[config.mk]
export PLATFORM = sky130hd
export DESIGN_NAME = bitserial_add_seq
export DESIGN_NICKNAME = d
export VERILOG_FILES = /design/src/rtl/bitserial_pkg.sv /design/src/rtl/serial_fa_cell.sv /design/src/rtl/bitserial_add_seq.sv
export SDC_FILE = /design/constraint.sdc
export NUM_CORES = 1
export LEC_CHECK = 0
export BUFFER_PORTS_ARGS = -buffer_cell sky130_fd_sc_hd__buf_2
export CAP_MARGIN = 20
export CORE_MARGIN = 8
export CORE_UTILIZATION = 40
export CTS_CLUSTER_DIAMETER = 40
export DETAILED_ROUTE_END_ITERATION = 16
export HOLD_SLACK_MARGIN = 0.15
export PLACE_DENSITY = 0.63
export SLEW_MARGIN = 15
export SYNTH_ARGS = -nofsm -noshare
export SYNTH_HDL_FRONTEND = slang
export SYNTH_SLANG_ARGS = --single-unit
[constraint.sdc]
create_clock -name clk -period 1.89 [get_ports clk]
set_clock_uncertainty 0.15 [all_clocks]
set_input_delay 0.0945 -clock clk [delete_from_list [all_inputs] [get_ports clk]]
set_output_delay 0.0945 -clock clk [all_outputs]
set_load 0.02 [all_outputs]
[src/rtl/bitserial_pkg.sv]
// Shared types and defaults for the bit-serial adder sequencer.
package bitserial_pkg;

   localparam int unsigned DEFAULT_WIDTH = 8;

   typedef enum logic [1:0] {
      IDLE  = 2'd0,
      SHIFT = 2'd1,
      DONE  = 2'd2
   } state_t;

endpackage

[src/rtl/serial_fa_cell.sv]
// Combinational full-adder cell built from two half adders and an OR.
// The carry register lives in the parent so this cell stays purely combinational.
module serial_fa_cell (
   input  logic a,
   input  logic b,
   input  logic cin,
   output logic s,
   output logic cout
);

   logic ha0_s;
   logic ha0_c;
   logic ha1_c;

   assign ha0_s = a ^ b;
   assign ha0_c = a & b;

   assign s     = ha0_s ^ cin;
   assign ha1_c = ha0_s & cin;

   assign cout  = ha0_c | ha1_c;

endmodule

[src/rtl/bitserial_add_seq.sv]
// Bit-serial WIDTH-bit adder: operands accepted over valid/ready, summed LSB-first
// one bit per clock, result presented over valid/ready. Define SERIAL_ADD_SUB_EN for A-B.
module bitserial_add_seq
   import bitserial_pkg::*;
#(
   parameter int unsigned WIDTH = DEFAULT_WIDTH
) (
   input  logic             clk,
   input  logic             rst,
   input  logic             in_valid,
   output logic             in_ready,
   input  logic [WIDTH-1:0] in_a,
   input  logic [WIDTH-1:0] in_b,
   input  logic             in_sub,
   output logic             out_valid,
   input  logic             out_ready,
   output logic [WIDTH-1:0] out_sum,
   output logic             out_cout,
   output logic             busy
);

   localparam int unsigned CW = $clog2(WIDTH);

   state_t           state;
   state_t           state_nx;
   logic [WIDTH-1:0] a_sr;
   logic [WIDTH-1:0] b_sr;
   logic [WIDTH-1:0] res;
   logic [CW-1:0]    cnt;
   logic             carry;
   logic             sum_bit;
   logic             carry_nx;
   logic             sub_eff;
   logic             load_en;
   logic             shift_en;
   logic             last_bit;

`ifdef SERIAL_ADD_SUB_EN
   assign sub_eff = in_sub;
`else
   logic unused_in_sub;
   assign unused_in_sub = in_sub;
   assign sub_eff       = 1'b0;
`endif

   assign last_bit = (cnt == CW'(WIDTH - 1));

   serial_fa_cell u_fa (
      .a    (a_sr[0]),
      .b    (b_sr[0]),
      .cin  (carry),
      .s    (sum_bit),
      .cout (carry_nx)
   );

   always_ff @(posedge clk) begin
      if (rst) begin
         state <= IDLE;
      end else begin
         state <= state_nx;
      end
   end

   always_comb begin
      state_nx  = state;
      load_en   = 1'b0;
      shift_en  = 1'b0;
      in_ready  = 1'b0;
      out_valid = 1'b0;
      busy      = 1'b0;
      case (state)
         IDLE: begin
            in_ready = 1'b1;
            if (in_valid) begin
               load_en  = 1'b1;
               state_nx = SHIFT;
            end
         end
         SHIFT: begin
            busy     = 1'b1;
            shift_en = 1'b1;
            if (last_bit) begin
               state_nx = DONE;
            end
         end
         DONE: begin
            busy      = 1'b1;
            out_valid = 1'b1;
            if (out_ready) begin
               state_nx = IDLE;
            end
         end
         default: state_nx = IDLE;
      endcase
   end

   // B is stored pre-inverted for subtract, so the latched operation needs no extra flag.
   always_ff @(posedge clk) begin
      if (rst) begin
         a_sr  <= '0;
         b_sr  <= '0;
         res   <= '0;
         cnt   <= '0;
         carry <= 1'b0;
      end else if (load_en) begin
         a_sr  <= in_a;
         b_sr  <= sub_eff ? ~in_b : in_b;
         cnt   <= '0;
         carry <= sub_eff;
      end else if (shift_en) begin
         a_sr  <= a_sr >> 1;
         b_sr  <= b_sr >> 1;
         res   <= {sum_bit, res[WIDTH-1:1]};
         carry <= carry_nx;
         if (!last_bit) begin
            cnt <= cnt + 1'b1;
         end
      end
   end

   assign out_sum  = res;
   assign out_cout = carry;

endmodule

# Word level (Yosys, flattened, before mapping)
# Cells that the tools add are included.
totals:
  ff_bits: 30
  input_bits: 21
  rom_bits: 0
  out_inout_bits: 12
  mem_bits_rw: 0
  memories: 0
  latchBits: 0
  wordCells: 41
op_classes:
  eq_ne: 6
  n_bitwise: 7
  magnitude_cmp: 0
  n_reduce_logical: 7
  multipliers: 0
  add_sub_neg: 1
  shift: 0
  muxes: 14
  div_mod_pow: 0
op_table:
  columns: ["operator", "count"]
  rows:
  - ["8-bit two-way mux", 4]
  - ["1-bit two-way mux", 6]
  - ["2-bit two-way mux", 3]
  - ["2-bit != test, second input constant", 3]
  - ["2-bit case mux with 3 select lines", 1]
  - ["2-bit AND reduction", 2]
  - ["2-bit OR reduction", 2]
  - ["3-bit by 1-bit adder with 3-bit output, second input constant", 1]
  - ["3-bit == test, second input constant", 1]
  - ["3-bit AND reduction", 1]
  - ["1-bit AND", 2]
  - ["2-bit by 1-bit == test with 1-bit output, second input constant", 1]
  - ["2-bit == test, second input constant", 1]
  - ["2-bit logical NOT", 1]
  - ["1-bit inverter", 2]
  - ["2-bit nonzero test", 1]
  - ["1-bit XOR", 2]
  - ["1-bit OR", 1]

# Longest topological paths before layout
# Gate-level depths: netlist of the first run.
depth:
  depth_word: 4
  ltp_mapped: 6

# By module
# A second synthesis of the first run with hierarchy kept.
hier_totals:
  hier_cells: 132
  area_unflattened_um2: 1366.3
by_module_without_submodules:
  columns: ["module", "instances", "area_each_um2", "cells_per_inst"]
  rows:
  - ["bitserial_add_seq", 1, 1346.3, 131]
  - ["serial_fa_cell", 1, 20.0, 1]

# Least setup slack after synthesis of the first run
# Ideal clock, no wire load.
synth_timing:
  path_kind: "register to register"
  start: "register state[0]"
  end: "register a_sr[7]"
  t_required_ns: 1.670
  path_buffers: 1
  t_arrival_ns: 1.270
  path_stages_with_launch: 7
  path_slack_ns: 0.400
  cell_sequence: "dfxtp_1 -> inv_1 -> ha_1 -> and2_1 -> clkbuf_1 -> nand2_1 -> a21oi_1"
synth_via:
  elab_chain_len: 3
synth_rtl:
  columns: ["element", "line", "rtl"]
  rows:
  - ["from (decl)", "bitserial_add_seq.sv:24", "state_t state;"]
  - ["from (signal assigned)", "bitserial_add_seq.sv:60", "state <= state_nx;"]
  - ["2-bit by 1-bit == test with 1-bit output / 2-bit logical NOT (equally long branches)", "bitserial_add_seq.sv:71", "case (state)"]
  - ["1-bit two-way mux", "bitserial_add_seq.sv:71", null]
  - ["2-bit nonzero test (no source line) / 8-bit two-way mux (equally long branches)", null, null]
  - ["to (signal assigned)", "bitserial_add_seq.sv:106", "a_sr <= in_a;"]
  - ["to (signal assigned)", "bitserial_add_seq.sv:111", "a_sr <= a_sr >> 1;"]
  - ["to (decl)", "bitserial_add_seq.sv:26", "logic [WIDTH-1:0] a_sr;"]
# Parallel ways exist; a longest one is shown, timed or not.
# A chain may end at the register's enable or synchronous reset.

# Worst setup path in the final report of the first run
layout_timing:
  start: "register state[0]"
  end: "register b_sr[5]"
layout_via:
  elab_chain_len: 3
layout_rtl:
  columns: ["element", "line", "rtl"]
  rows:
  - ["2-bit by 1-bit == test with 1-bit output / 2-bit logical NOT (equally long branches)", "bitserial_add_seq.sv:71", null]
  - ["1-bit two-way mux", "bitserial_add_seq.sv:71", null]
  - ["2-bit nonzero test (no source line) / 8-bit two-way mux (equally long branches)", null, null]
  - ["to (signal assigned)", "bitserial_add_seq.sv:107", "b_sr <= sub_eff ? ~in_b : in_b;"]
  - ["to (signal assigned)", "bitserial_add_seq.sv:112", "b_sr <= b_sr >> 1;"]
  - ["to (decl)", "bitserial_add_seq.sv:27", "logic [WIDTH-1:0] b_sr;"]
# Parallel ways exist; a longest one is shown, timed or not.

==> impl_table.tex, run 1 <==
\begin{tabular}{lr}
\hline
Metric & Value \\
\hline
\multicolumn{2}{l}{\textbf{Synthesis}} \\
\quad Share of the synthesized area in the top cell type & 44.0\% \\
\quad Area share of fa/ha/maj cells after synthesis & 6.05\% \\
\quad Flip-flop and latch count after synthesis & 30 \\
\quad Area fraction in compound gates after synthesis & 10.4\% \\
\quad Synthesized instance count & 132 \\
\quad Number of distinct library cells after synthesis & 22 \\
\quad Post-synthesis instance area & 0.00137 mm² \\
\quad Number of nets in the synthesized netlist & 159 \\
\quad Avg Cell Area, Syn & 10.3 µm² \\
\quad Dominant combinational cell family by area after synthesis & multiplexers \\
\quad Multiplexer area fraction after synthesis & 19.8\% \\
\quad Synthesis warning total & 0 \\
\quad Largest area contributor in the netlist & sky130\_fd\_sc\_hd\_\_dfxtp\_1 \\
\quad Seq/Total Area, Yosys & 44.0\% \\
\quad Synthesized-area fraction occupied by xor and xnor cells & 0.642\% \\
\quad Top area cells in the synthesized netlist & sky130\_fd\_sc\_hd\_\_dfxtp\_1 (44\%), sky130\_fd\_sc\_hd\_\_mux2i\_1 (20\%), sky130\_fd\_sc\_hd\_\_a211oi\_1 (7.7\%) \\
\quad Post-synthesis share of cell area spent on and, or, nand and nor gates & 13.1\% \\
\multicolumn{2}{l}{\textbf{Worst setup path}} \\
\quad Worst reg2reg path startpoint & state[0] \\
\quad Count of buffer and inverter cells on the critical path & 2 \\
\quad Slowest Stage Delay on Critical Path & 0.37 ns \\
\quad Path length in cells of the critical path & 6 \\
\quad Cells on worst reg2reg path & 6 \\
\quad Critical path endpoint category & flip-flop \\
\quad Critical setup path kind & flip-flop to flip-flop \\
\quad Family with the most delay on the worst path & flip-flops \\
\quad Data required time of the critical path & 1.97 ns \\
\quad Standard cell with the maximum stage delay on the critical path & sky130\_fd\_sc\_hd\_\_dfxtp\_1 \\
\quad Worst EP arrival & 1.66 ns \\
\quad Top fanout value on the critical path & 30 \\
\quad Worst reg2reg path endpoint & b\_sr[5] \\
\quad Origin of the worst setup path & state[0] \\
\quad Setup slack, reg-to-reg & 0.31 ns \\
\quad Crit path to & b\_sr[5] \\
\quad Series of cell instances along the critical path & inv\_1 > ha\_1 > nand2\_1 > buf\_12 > nor2\_1 > a211oi\_1 \\
\quad Critical Path Start Type & flip-flop \\
\multicolumn{2}{l}{\textbf{Floorplanning}} \\
\quad Full die area & 0.00554 mm² \\
\quad Height of the die & 74.4 µm \\
\quad Total number of placement rows & 21 \\
\quad Initial Util & 41.2\% \\
\quad Horizontal die dimension & 74.4 µm \\
\quad Area of the core & 0.00331 mm² \\
\quad I/O pin count & 33 \\
\multicolumn{2}{l}{\textbf{Run status}} \\
\quad Outcome & finished, final reports clean \\
\multicolumn{2}{l}{\textbf{STA}} \\
\quad Worst hold slack after final layout & 0.342 ns \\
\quad Final number of hold-violating endpoints & 0 \\
\quad Max\_slew headroom & 61.9\% \\
\quad Max frequency & 631 MHz \\
\quad Minimum period implied by the final worst setup slack & 1.58 ns \\
\quad Least-Margin Pin Slew & 0.571 ns \\
\quad RSZ-0062 raised after global routing & no \\
\quad Tcrit/Tclk final & 83.8\% \\
\quad Max-slew violation count & 0 \\
\quad Setup TNS & 0 ns \\
\quad Final setup vio count & 0 \\
\multicolumn{2}{l}{\textbf{Clock network}} \\
\quad Resized Gates After CTS & 0 \\
\quad Clock edge transition at the registers on the reported setup and hold paths & 0.09 ns \\
\quad Buffers inserted during post-CTS setup optimization & 0 \\
\quad CTS buffer count & 5 \\
\quad Maximum level of the CTS H-tree & 2 \\
\quad Clock latency on the worst-skew pair & 0.32 ns \\
\quad Hold Buf Count CTS & 19 \\
\quad Total number of clock tree sinks & 30 \\
\quad Clock root cell & sky130\_fd\_sc\_hd\_\_clkbuf\_4 \\
\quad Maximum clock insertion buffer count & 2 \\
\quad TritonCTS clock tree & yes \\
\multicolumn{2}{l}{\textbf{Global routing}} \\
\quad Vias in the first global route & 1111 \\
\quad Number of antenna violations at the first check in global routing & 0 \\
\quad Pin count of the biggest net entering global routing & 33 \\
\quad First-pass GRT wire length & 4950 µm \\
\quad All-layer global routing usage & 11.8\% \\
\quad Total congestion overflow & 0 \\
\multicolumn{2}{l}{\textbf{Placed design}} \\
\quad Placed wire-length estimate & 2080 µm \\
\quad Post-placement cell count & 202 \\
\quad Final estimated routing congestion in global placement & 0.698 \\
\quad IO Port Bufs & 31 \\
\multicolumn{2}{l}{\textbf{Job}} \\
\quad \# Max-Cap Violations & 0 \\
\multicolumn{2}{l}{\textbf{Power and ir drop}} \\
\quad Leakage power of the design & 0.770 nW \\
\quad Pwr Density & 1160 mW/mm² \\
\quad Total design power & 2.09 mW \\
\quad Largest voltage drop on the vdd net & 452 µV \\
\multicolumn{2}{l}{\textbf{Routing}} \\
\quad Total wire length & 3060 µm \\
\quad Number of antenna-violating nets in the routed design & 0 \\
\quad Violation count after the first detailed-route iteration & 67 \\
\quad DR pass1 iterations & 3 \\
\quad DRC violation count after routing & 0 \\
\quad Vias per inst & 4.72 \\
\quad Routed length per instance & 13.3 µm \\
\quad DR vias & 1081 \\
\multicolumn{2}{l}{\textbf{Layout}} \\
\quad Count of inserted antenna diode cells & 0 \\
\quad Post-route non-filler standard cell count & 229 \\
\quad Share of cells above drive strength 1 & 24.0\% \\
\quad Area overhead of the layout relative to synthesis & 31.5\% \\
\quad Final net count & 209 \\
\multicolumn{2}{l}{\textbf{Worst hold path}} \\
\quad Number of instances on the worst hold path & 2 \\
\quad Worst hold path type & flip-flop to flip-flop \\
\hline
\end{tabular}
## sequential cells by signal (all words and copies together), names as in the netlist
name      count
out_cout      1
a_sr          8
out_sum       8
cnt           3
b_sr          8
state         2
## power by group
part | switching (mW) | internal, mW | total (mW)
Combinational | 0.450 | 0.404 | 0.854
Clock | 0.213 | 0.180 | 0.393
Sequential | 0.0803 | 0.764 | 0.844
## per-layer routing
| layer | up-vias | global-route usage [%] | wire [µm] |
|---|---|---|---|
| met3 | 6 | 5.53 | 213 |
| met4 | 0 | 5.00 | 46 |
| met1 | 489 | 12.2 | 1310 |
| met5 | - | 0 | 0 |
| met2 | 25 | 19.9 | 1480 |
| li1 | 561 | - | - |
## synth_stat cells
cell type                  number
sky130_fd_sc_hd__dfxtp_1       30
sky130_fd_sc_hd__mux2i_1       27
sky130_fd_sc_hd__nor2_1        22
sky130_fd_sc_hd__a211oi_1      14
sky130_fd_sc_hd__buf_2          6
sky130_fd_sc_hd__ha_1           5
sky130_fd_sc_hd__inv_1          4
sky130_fd_sc_hd__nand2b_1       4
sky130_fd_sc_hd__nand2_1        3
sky130_fd_sc_hd__nor3_1         3
sky130_fd_sc_hd__a21oi_1        2
sky130_fd_sc_hd__nand3b_1       2
sky130_fd_sc_hd__a221oi_4       1
sky130_fd_sc_hd__and2_1         1
sky130_fd_sc_hd__buf_4          1
sky130_fd_sc_hd__buf_6          1
sky130_fd_sc_hd__buf_8          1
sky130_fd_sc_hd__clkbuf_1       1
sky130_fd_sc_hd__fa_1           1
sky130_fd_sc_hd__nor2b_4        1
sky130_fd_sc_hd__nor3_2         1
sky130_fd_sc_hd__xnor2_1        1
## cell families (layout without fill, tap and decap cells)
family / count (synthesis) / after routing
adders and majority gates: 6 / 6
buffers and inverters: 14 / 65
AOI/OAI and AO/OA: 17 / 17
DFF: 30 / 30
xor gates and xnor gates: 1 / 1
and+or+nand+nor: 37 / 37
muxes: 27 / 27
## worst min-delay path by stage
stage                     startpoint    endpoint  slack, ns
after floorplan              in_a[7]     a_sr[7]       0.08
after global placement       in_b[7]     b_sr[7]       0.19
after detailed placement     in_b[7]     b_sr[7]       0.20
after CTS                 out_sum[0]  out_sum[0]       0.35
after global routing         b_sr[7]     b_sr[7]       0.38
final                        b_sr[7]     b_sr[7]       0.34
## final cells by class
type | count | area (µm²)
flip-flops and latches | 30 | 601
repair buffers | 53 | 380
clock buffers | 7 | 55.1
inverters | 4 | 15.0
well taps | 46 | 57.6
clock inverters | 1 | 5.00
multi-input cells | 88 | 682
fillers | 323 | 1520
## worst register-to-register path, stage by stage (launching register included)
cell and delay, ns:
sky130_fd_sc_hd__dfxtp_1 0.37, sky130_fd_sc_hd__inv_1 0.08, sky130_fd_sc_hd__ha_1 0.28, sky130_fd_sc_hd__nand2_1 0.13, sky130_fd_sc_hd__buf_12 0.17, sky130_fd_sc_hd__nor2_1 0.06, sky130_fd_sc_hd__a211oi_1 0.25
## placed cells by master, fill, tap and decap left out, drive strengths merged
| cell | Yosys | layout |
|---|---|---|
| nor2 | 22 | 22 |
| dlygate4sd3 | 0 | 19 |
| fa | 1 | 1 |
| buf | 9 | 34 |
| and2 | 1 | 1 |
| nand3b | 2 | 2 |
| inv | 4 | 4 |
| nor2b | 1 | 1 |
| a221oi | 1 | 1 |
| mux2i | 27 | 27 |
| xnor2 | 1 | 1 |
| clkinv | 0 | 1 |
| nor3 | 4 | 4 |
| nand2 | 3 | 3 |
| clkbuf | 1 | 7 |
| a211oi | 14 | 14 |
| dfxtp | 30 | 30 |
| ha | 5 | 5 |
| nand2b | 4 | 4 |
| a21oi | 2 | 2 |
## through the flow
step / setup WS [ns] / cell area, µm² / util (%)
floorplan: 0.400 / 1370 / -
global placement: 0.434 / 1550 / 46.7
detailed placement: 0.350 / 1550 / 46.7
CTS: 0.318 / 1800 / 54.2
global route: 0.163 / 1800 / 54.2
finish: 0.306 / 1800 / 54.2
(Power assumes the default switching activity.)
==> run 2, diff against run 1 <==
ABC_AREA = 1   (was unset)
PLACE_DENSITY = 0.65   (was 0.63)
clock period = 1.3 ns   (was 1.89 ns; I/O delays follow)
==> impl_table.tex, run 2 <==
\begin{tabular}{lr}
\hline
Metric & Value \\
\hline
\multicolumn{2}{l}{\textbf{STA}} \\
\quad Final setup vio count & 15 (+15) \\
\quad Setup TNS & -0.556 ns (-0.556 ns) \\
\quad Least-Margin Pin Slew & 0.430 ns (-0.141 ns) \\
\quad Max frequency & 723 MHz (+15\%) \\
\quad Minimum period implied by the final worst setup slack & 1.38 ns (-0.201 ns) \\
\quad Tcrit/Tclk final & 106\% (+23 points) \\
\quad Max-slew violation count & 0 (unchanged) \\
\quad Setup WS post-layout & -0.0824 ns (-0.389 ns) \\
\quad Final number of hold-violating endpoints & 0 (unchanged) \\
\quad RSZ-0062 raised after global routing & yes \\
\quad Max\_slew headroom & 71.3\% (+9.4 points) \\
\quad Worst hold slack after final layout & 0.305 ns (-0.0367 ns) \\
\multicolumn{2}{l}{\textbf{Global routing}} \\
\quad Global routing met1 resource utilization & 14.3\% (+2.1 points) \\
\quad First-pass GRT wire length & 5490 µm (+11\%) \\
\quad Total congestion overflow & 0 (unchanged) \\
\quad All-layer global routing usage & 13.0\% (+1.2 points) \\
\quad Vias in the first global route & 1269 (+14\%) \\
\quad Met3 usage & 5.26\% (-0.27 points) \\
\quad Layer with the highest usage & met2 \\
\quad Number of antenna violations at the first check in global routing & 0 (unchanged) \\
\quad Pin count of the biggest net entering global routing & 15 (-55\%) \\
\quad GR Util met2 & 20.9\% (+0.97 points) \\
\multicolumn{2}{l}{\textbf{Worst setup path}} \\
\quad Slowest Stage Delay on Critical Path & 0.34 ns (-0.03 ns) \\
\quad Data required time of the critical path & 1.42 ns (-0.55 ns) \\
\quad Standard cell with the maximum stage delay on the critical path & sky130\_fd\_sc\_hd\_\_dfxtp\_2 \\
\quad Worst reg2reg path endpoint & a\_sr[4] \\
\quad Series of cell instances along the critical path & buf\_6 > ha\_4 > buf\_12 > nor2\_4 > nand2\_2 > a21oi\_2 \\
\quad Worst reg2reg path startpoint & state[0] \\
\quad Top fanout value on the critical path & 6 (-80\%) \\
\quad Critical path endpoint category & flip-flop \\
\quad Setup slack, reg-to-reg & -0.08 ns (-0.39 ns) \\
\quad Critical setup path kind & flip-flop to flip-flop \\
\quad Worst EP arrival & 1.50 ns (-0.16 ns) \\
\quad Critical Path Start Type & flip-flop \\
\quad Cells on worst reg2reg path & 6 (unchanged) \\
\multicolumn{2}{l}{\textbf{Layout}} \\
\quad Area overhead of the layout relative to synthesis & 50.2\% \\
\quad Share of cells above drive strength 1 & 36.9\% (+13 points) \\
\quad Count of inserted antenna diode cells & 0 (unchanged) \\
\quad Number of filler instances in the final layout & 317 (-1.9\%) \\
\quad Final net count & 267 (+28\%) \\
\quad Summed area of non-filler cells in the final layout & 0.00205 mm² (+14\%) \\
\quad Most common cell after layout, fill and taps aside & sky130\_fd\_sc\_hd\_\_nand2\_1 \\
\quad Leading cell types in the layout, fill and taps excluded & sky130\_fd\_sc\_hd\_\_nand2\_1 (45), sky130\_fd\_sc\_hd\_\_buf\_2 (28), sky130\_fd\_sc\_hd\_\_dfxtp\_1 (25) \\
\multicolumn{2}{l}{\textbf{Power and ir drop}} \\
\quad Flop pwr share & 28.5\% (-12 points) \\
\quad Pwr Density & 2400 mW/mm² (+110\%) \\
\quad Total design power & 4.93 mW (+140\%) \\
\quad Combinational share of power & 51.5\% (+11 points) \\
\quad Part of the power in the clock network & 20.0\% (+1.2 points) \\
\quad Largest voltage drop on the vdd net & 1330 µV (+190\%) \\
\quad Internal power & 3.02 mW (+120\%) \\
\quad Leakage power of the design & 0.934 nW (+21\%) \\
\quad Switching power summed over all nets & 1.91 mW (+160\%) \\
\quad Switching Share & 38.8\% (+3.2 points) \\
\multicolumn{2}{l}{\textbf{Clock network}} \\
\quad Maximum clock insertion buffer count & 2 (unchanged) \\
\quad CTS buffer count & 5 (unchanged) \\
\quad Total number of clock tree sinks & 30 (unchanged) \\
\quad Clock latency on the worst-skew pair & 0.33 ns (about the same) \\
\quad Maximum level of the CTS H-tree & 2 (unchanged) \\
\quad TritonCTS clock tree & yes \\
\quad Clock edge transition at the registers on the reported setup and hold paths & 0.10 ns (about the same) \\
\quad Clock root cell & sky130\_fd\_sc\_hd\_\_clkbuf\_4 \\
\multicolumn{2}{l}{\textbf{Run status}} \\
\quad Outcome & complete, but fails checks \\
\quad Violations in the final reports & setup timing \\
\multicolumn{2}{l}{\textbf{Synthesis}} \\
\quad Post-synthesis instance area & 0.00137 mm² (+0.18\%) \\
\quad Flip-flop and latch count after synthesis & 30 (unchanged) \\
\quad Most common cell in the netlist & sky130\_fd\_sc\_hd\_\_nand2\_1 \\
\quad Commonest cells in the synthesized netlist & sky130\_fd\_sc\_hd\_\_nand2\_1 (48), sky130\_fd\_sc\_hd\_\_dfxtp\_1 (30), sky130\_fd\_sc\_hd\_\_a21oi\_1 (21), sky130\_fd\_sc\_hd\_\_nor2\_1 (21), sky130\_fd\_sc\_hd\_\_o21ai\_0 (19) \\
\quad Number of nets in the synthesized netlist & 204 (+28\%) \\
\quad Top area cells in the synthesized netlist & sky130\_fd\_sc\_hd\_\_dfxtp\_1 (44\%), sky130\_fd\_sc\_hd\_\_nand2\_1 (13\%), sky130\_fd\_sc\_hd\_\_a21oi\_1 (7.7\%) \\
\quad Synthesized instance count & 177 (+34\%) \\
\quad Number of distinct library cells after synthesis & 22 (unchanged) \\
\quad Synthesis warning total & 0 (unchanged) \\
\quad Most used flip-flop cell after synthesis & sky130\_fd\_sc\_hd\_\_dfxtp\_1 \\
\quad Share of the synthesized area in the top cell type & 43.9\% (-0.081 points) \\
\quad Avg Cell Area, Syn & 7.73 µm² (-25\%) \\
\quad Share of async-settable or async-resettable flops after synthesis & 0\% (unchanged) \\
\quad Post-synth EDFFs & 0 (unchanged) \\
\quad Seq/Total Area, Yosys & 43.9\% (-0.081 points) \\
\quad Largest area contributor in the netlist & sky130\_fd\_sc\_hd\_\_dfxtp\_1 \\
\multicolumn{2}{l}{\textbf{Routing}} \\
\quad DR pass1 iterations & 4 (+1) \\
\quad DRC violation count after routing & 0 (unchanged) \\
\quad Routed length per instance & 11.1 µm (-17\%) \\
\quad Vias per inst & 4.58 (-3.0\%) \\
\quad Violation count after the first detailed-route iteration & 41 (-39\%) \\
\quad Number of antenna-violating nets in the routed design & 0 (unchanged) \\
\quad Total wire length & 3200 µm (+4.5\%) \\
\quad DR vias & 1314 (+22\%) \\
\multicolumn{2}{l}{\textbf{Floorplanning}} \\
\quad Area of the core & 0.00331 mm² (unchanged) \\
\quad Horizontal die dimension & 74.5 µm (about the same) \\
\quad Height of the die & 74.5 µm (about the same) \\
\quad Full die area & 0.00555 mm² (+0.15\%) \\
\quad I/O pin count & 33 (unchanged) \\
\quad Initial Util & 41.3\% (+0.076 points) \\
\quad Total number of placement rows & 21 (unchanged) \\
\multicolumn{2}{l}{\textbf{Job}} \\
\quad \# Max-Cap Violations & 0 (unchanged) \\
\multicolumn{2}{l}{\textbf{Placed design}} \\
\quad Final estimated routing congestion in global placement & 0.764 (+9.4\%) \\
\quad IO Port Bufs & 31 (unchanged) \\
\quad Placed wire-length estimate & 2120 µm (+1.8\%) \\
\quad Area after detailed placement & 0.00162 mm² (+4.5\%) \\
\multicolumn{2}{l}{\textbf{Worst hold path}} \\
\quad End of the worst hold path & b\_sr[4] \\
\quad HP Start & b\_sr[4] \\
\quad Worst hold path type & flip-flop to flip-flop \\
\quad Number of instances on the worst hold path & 2 (unchanged) \\
\hline
\end{tabular}
## run 2: cell types whose count changed after synthesis, moves of 3 or more
| cell | previous run | this run |
|---|---|---|
| sky130_fd_sc_hd__nand2_1 | 3 | 48 |
| sky130_fd_sc_hd__mux2i_1 | 27 | 0 |
| sky130_fd_sc_hd__a21oi_1 | 2 | 21 |
| sky130_fd_sc_hd__o21ai_0 | 0 | 19 |
| sky130_fd_sc_hd__a211oi_1 | 14 | 0 |
| sky130_fd_sc_hd__nand2_2 | 0 | 6 |
| sky130_fd_sc_hd__buf_2 | 6 | 1 |
| sky130_fd_sc_hd__inv_1 | 4 | 8 |
| sky130_fd_sc_hd__nand2b_1 | 4 | 0 |
| sky130_fd_sc_hd__nor3_1 | 3 | 0 |
| sky130_fd_sc_hd__o21ai_1 | 0 | 3 |
## run 2: layer usage
| metal | wire [µm] | vias up |
|---|---|---|
| met5 | 0 | - |
| met4 | 30 | 0 |
| met3 | 178 | 4 |
| met2 | 1580 | 24 |
| met1 | 1410 | 588 |
| li1 | - | 698 |
## run 2: area by class of cell
cell class	instances	area, µm²	area share, %
Multi-Input combinational cell	130	747	36.4
Clock inverter	2	60.1	2.92
Tap cell	46	57.6	2.80
Inverter	9	38.8	1.89
Clock buffer	6	51.3	2.50
Timing Repair Buffer	64	493	24.0
Sequential cell	30	607	29.5
## run 2: what timing repair did
action | 4_1_cts | 5_1_grt
setup endpoints to repair | 31 | 31
hold buffers | 19 | 0
resized for setup | 23 | 15
hold endpoints to repair | 30 | 0
cloned | 1 | 0
pin swaps | 6 | 2
buffers inserted | 3 | 1
## run 2: worst max-delay path, delay by kind of cell, from the launching register on
kind            cells  cell delay (ns)
flops               1             0.34
simple gates        2             0.27
compound gates      1             0.12
fa+ha+maj           1             0.18
buf+inv             2             0.25
## run 2: power by group through the flow
stage | registers [mW] | clock network, mW | logic [mW]
after floorplan | 1.51 | 0 | 1.58
after global placement | 1.41 | 0 | 2.07
after detailed placement | 1.41 | 0 | 2.09
after CTS | 1.39 | 1.01 | 2.46
after global routing | 1.44 | 1.05 | 2.82
final | 1.40 | 0.987 | 2.54
## run 2: worst max path at each step
stage              from        to  slack (ns)
4_1_cts        state[0]   a_sr[6]       -0.09
3_3_place_gp     cnt[0]  state[1]       -0.14
5_1_grt        state[0]   b_sr[4]       -0.14
6_report       state[0]   a_sr[4]       -0.08
3_5_place_dp   state[1]   b_sr[1]       -0.11
2_1_floorplan  state[1]   b_sr[1]       -0.02
## run 2: cells by family after synthesis
| logic type | Yosys count | share of synthesized area (%) |
|---|---|---|
| simple gates | 78 | 24.3 |
| compound gates | 44 | 16.4 |
| flops | 30 | 43.9 |
| buf+inv | 18 | 8.69 |
| fa+ha+maj | 6 | 6.04 |
| xor+xnor | 1 | 0.641 |
## run 2: stage by stage
step | setup WS [ns] | instances | utilization, %
finish | -0.0824 | 287 | 62.1
detailed placement | -0.115 | 255 | 48.8
floorplan | -0.0189 | 177 | -
CTS | -0.0888 | 286 | 60.8
global placement | -0.138 | 255 | 48.8
global route | -0.145 | 287 | 62.1
==> run 3, diff against run 2 <==
--- a/config.mk
+++ b/config.mk
@@ -9,5 +9,5 @@
 export BUFFER_PORTS_ARGS = -buffer_cell sky130_fd_sc_hd__buf_2
 export CAP_MARGIN = 20
-export CORE_MARGIN = 8
+export CORE_MARGIN = 4
 export CORE_UTILIZATION = 40
 export CTS_CLUSTER_DIAMETER = 40
==> constraint.sdc (replaced) <==
create_clock -name clk -period 1.3 [get_ports clk]
set_clock_uncertainty 0.15 [all_clocks]
set_input_delay 0.195 -clock clk [delete_from_list [all_inputs] [get_ports clk]]
set_output_delay 0.195 -clock clk [all_outputs]
set_load 0.02 [all_outputs]
==> impl_table.tex, run 3 (synthesis results as in run 2) <==
\begin{tabular}{lr}
\hline
Metric & Value \\
\hline
\multicolumn{2}{l}{\textbf{Clock network}} \\
\quad Clock latency on the worst-skew pair & 0.34 ns (about the same) \\
\quad Total number of clock tree sinks & 30 (unchanged) \\
\quad Clock root cell & sky130\_fd\_sc\_hd\_\_clkbuf\_4 \\
\quad Maximum level of the CTS H-tree & 2 (unchanged) \\
\quad TritonCTS clock tree & yes \\
\quad CTS buffer count & 5 (unchanged) \\
\quad Clock edge transition at the registers on the reported setup and hold paths & 0.10 ns (about the same) \\
\quad Maximum clock insertion buffer count & 2 (unchanged) \\
\multicolumn{2}{l}{\textbf{Global routing}} \\
\quad Number of antenna violations at the first check in global routing & 0 (unchanged) \\
\quad Pin count of the biggest net entering global routing & 15 (unchanged) \\
\quad Global routing met1 resource utilization & 17.5\% (+3.2 points) \\
\quad Layer with the highest usage & met2 \\
\quad All-layer global routing usage & 16.2\% (+3.2 points) \\
\quad Total congestion overflow & 0 (unchanged) \\
\quad Met3 usage & 4.38\% (-0.87 points) \\
\quad First-pass GRT wire length & 5550 µm (+1.3\%) \\
\quad Vias in the first global route & 1293 (+1.9\%) \\
\quad GR Util met2 & 28.4\% (+7.5 points) \\
\multicolumn{2}{l}{\textbf{Floorplanning}} \\
\quad Total number of placement rows & 20 (-4.8\%) \\
\quad Area of the core & 0.00315 mm² (-4.8\%) \\
\quad Height of the die & 66.5 µm (-11\%) \\
\quad Full die area & 0.00442 mm² (-20\%) \\
\quad Horizontal die dimension & 66.5 µm (-11\%) \\
\quad Initial Util & 43.4\% (+2.1 points) \\
\quad I/O pin count & 33 (unchanged) \\
\multicolumn{2}{l}{\textbf{Routing}} \\
\quad Vias per inst & 4.72 (+3.1\%) \\
\quad Violation count after the first detailed-route iteration & 30 (-27\%) \\
\quad DR pass1 iterations & 4 (unchanged) \\
\quad Total wire length & 3390 µm (+6.0\%) \\
\quad Routed length per instance & 11.9 µm (+7.1\%) \\
\quad DR vias & 1340 (+2.0\%) \\
\quad Number of antenna-violating nets in the routed design & 0 (unchanged) \\
\quad DRC violation count after routing & 0 (unchanged) \\
\multicolumn{2}{l}{\textbf{Run status}} \\
\quad Outcome & complete, but fails checks \\
\quad Violations in the final reports & setup timing \\
\multicolumn{2}{l}{\textbf{Power and ir drop}} \\
\quad Total design power & 5.11 mW (+3.6\%) \\
\quad Leakage power of the design & 0.952 nW (+1.9\%) \\
\quad Switching Share & 42.1\% (+3.4 points) \\
\quad Combinational share of power & 56.9\% (+5.4 points) \\
\quad Largest voltage drop on the vdd net & 1490 µV (+12\%) \\
\quad Pwr Density & 2350 mW/mm² (-2.1\%) \\
\quad Flop pwr share & 28.5\% (about the same) \\
\quad Switching power summed over all nets & 2.15 mW (+13\%) \\
\quad Internal power & 2.96 mW (-2.0\%) \\
\quad Part of the power in the clock network & 14.5\% (-5.5 points) \\
\multicolumn{2}{l}{\textbf{Worst setup path}} \\
\quad Critical path endpoint category & output pin \\
\quad Top fanout value on the critical path & 3 (-3) \\
\quad Worst EP arrival & 1.13 ns (-0.37 ns) \\
\quad Critical setup path kind & flip-flop to output pin \\
\quad Critical Path Start Type & flip-flop \\
\quad Data required time of the critical path & 0.95 ns (-0.47 ns) \\
\multicolumn{2}{l}{\textbf{STA}} \\
\quad Final setup vio count & 19 (+4) \\
\quad Tcrit/Tclk final & 113\% (+7.1 points) \\
\quad Setup TNS & -1.59 ns (-1.03 ns) \\
\quad Final number of hold-violating endpoints & 0 (unchanged) \\
\quad Least-Margin Pin Slew & 0.488 ns (+0.0579 ns) \\
\quad RSZ-0062 raised after global routing & yes \\
\quad Max-slew violation count & 0 (unchanged) \\
\quad Minimum period implied by the final worst setup slack & 1.48 ns (+0.0927 ns) \\
\quad Max\_slew headroom & 67.4\% (-3.9 points) \\
\quad Max frequency & 678 MHz (-6.3\%) \\
\quad Setup WS post-layout & -0.175 ns (-0.0927 ns) \\
\multicolumn{2}{l}{\textbf{Placed design}} \\
\quad Placed wire-length estimate & 2120 µm (about the same) \\
\quad IO Port Bufs & 31 (unchanged) \\
\quad Post-placement cell count & 252 (-1.2\%) \\
\quad Final estimated routing congestion in global placement & 0.713 (-6.6\%) \\
\quad Area after detailed placement & 0.00162 mm² (+0.15\%) \\
\multicolumn{2}{l}{\textbf{Layout}} \\
\quad Summed area of non-filler cells in the final layout & 0.00218 mm² (+5.9\%) \\
\quad Most common cell after layout, fill and taps aside & sky130\_fd\_sc\_hd\_\_nand2\_1 \\
\quad Area overhead of the layout relative to synthesis & 59.1\% \\
\quad Post-route non-filler standard cell count & 284 (-1.0\%) \\
\quad Final core occ & 69.0\% (+7.0 points) \\
\quad Leading cell types in the layout, fill and taps excluded & sky130\_fd\_sc\_hd\_\_nand2\_1 (39), sky130\_fd\_sc\_hd\_\_buf\_2 (28), sky130\_fd\_sc\_hd\_\_dfxtp\_1 (25) \\
\quad Count of inserted antenna diode cells & 0 (unchanged) \\
\quad Final net count & 266 (-0.37\%) \\
\quad Share of cells above drive strength 1 & 45.8\% (+8.9 points) \\
\quad Number of filler instances in the final layout & 269 (-15\%) \\
\multicolumn{2}{l}{\textbf{Worst hold path}} \\
\quad Worst hold path type & input pin to flip-flop \\
\multicolumn{2}{l}{\textbf{Job}} \\
\quad \# Max-Cap Violations & 0 (unchanged) \\
\hline
\end{tabular}
-- run 3: changes by cell type in the layout (fill, tap and decap cells not counted), sizes merged --
| cell | change |
|---|---|
| dlygate4sd3 | -1 |
| clkinv | +2 |
| bufinv | -1 |
| buf | -1 |
-- run 3: layout make-up --
class,count,area [µm²],share of cell area [%]
multi-input combinational,130,856,39.3
clock inverter,3,40.0,1.84
sequential,30,609,28.0
clock buffer,5,37.5,1.73
tap,44,55.1,2.53
timing repair buffer,63,524,24.1
inverter,9,53.8,2.47
-- run 3: worst paths after layout --
path             from  endpoint  slack [ns]  depth (start not counted)
max          state[0]      busy       -0.18                          3
min reg2reg   b_sr[3]   b_sr[3]        0.31                          2
min          in_valid  state[0]        0.20                          6
max reg2reg  state[1]   b_sr[1]       -0.13                          6
-- run 3: per-layer routing --
metal | share of wire, % | wire [µm]
met2 | 52 | 1750
met4 | 3.2 | 108
met1 | 41 | 1400
met3 | 3.7 | 127
met5 | 0 | 0
-- run 3: metrics by stage --
stage	hold slack (ns)	setup slack, ns
6_report	0.201	-0.175
5_1_grt	0.227	-0.206
4_1_cts	0.152	-0.172
3_5_place_dp	0.305	-0.132
3_3_place_gp	0.297	-0.105
2_1_floorplan	0.114	-0.0189
-- run 3: power groups by stage --
stage / clock network (mW) / registers [mW] / logic, mW
after CTS: 0.759 / 1.40 / 2.29
after detailed placement: 0 / 1.42 / 2.08
final: 0.743 / 1.46 / 2.91
after floorplan: 0 / 1.51 / 1.58
after global placement: 0 / 1.40 / 2.00
after global routing: 0.801 / 1.51 / 3.16
-- run 3: critical path: stages (launching register included) --
cell and delay (ns):
sky130_fd_sc_hd__dfxtp_4 0.39, sky130_fd_sc_hd__inv_4 0.05, sky130_fd_sc_hd__ha_4 0.25, sky130_fd_sc_hd__buf_6 0.11
-- run 3: what timing repair did --
item,CTS,global route
hold buffers,18,0
cloned,1,1
buffers inserted,0,4
hold endpoints to repair,18,0
pin swaps,2,9
resized for setup,13,65
setup endpoints to repair,33,33
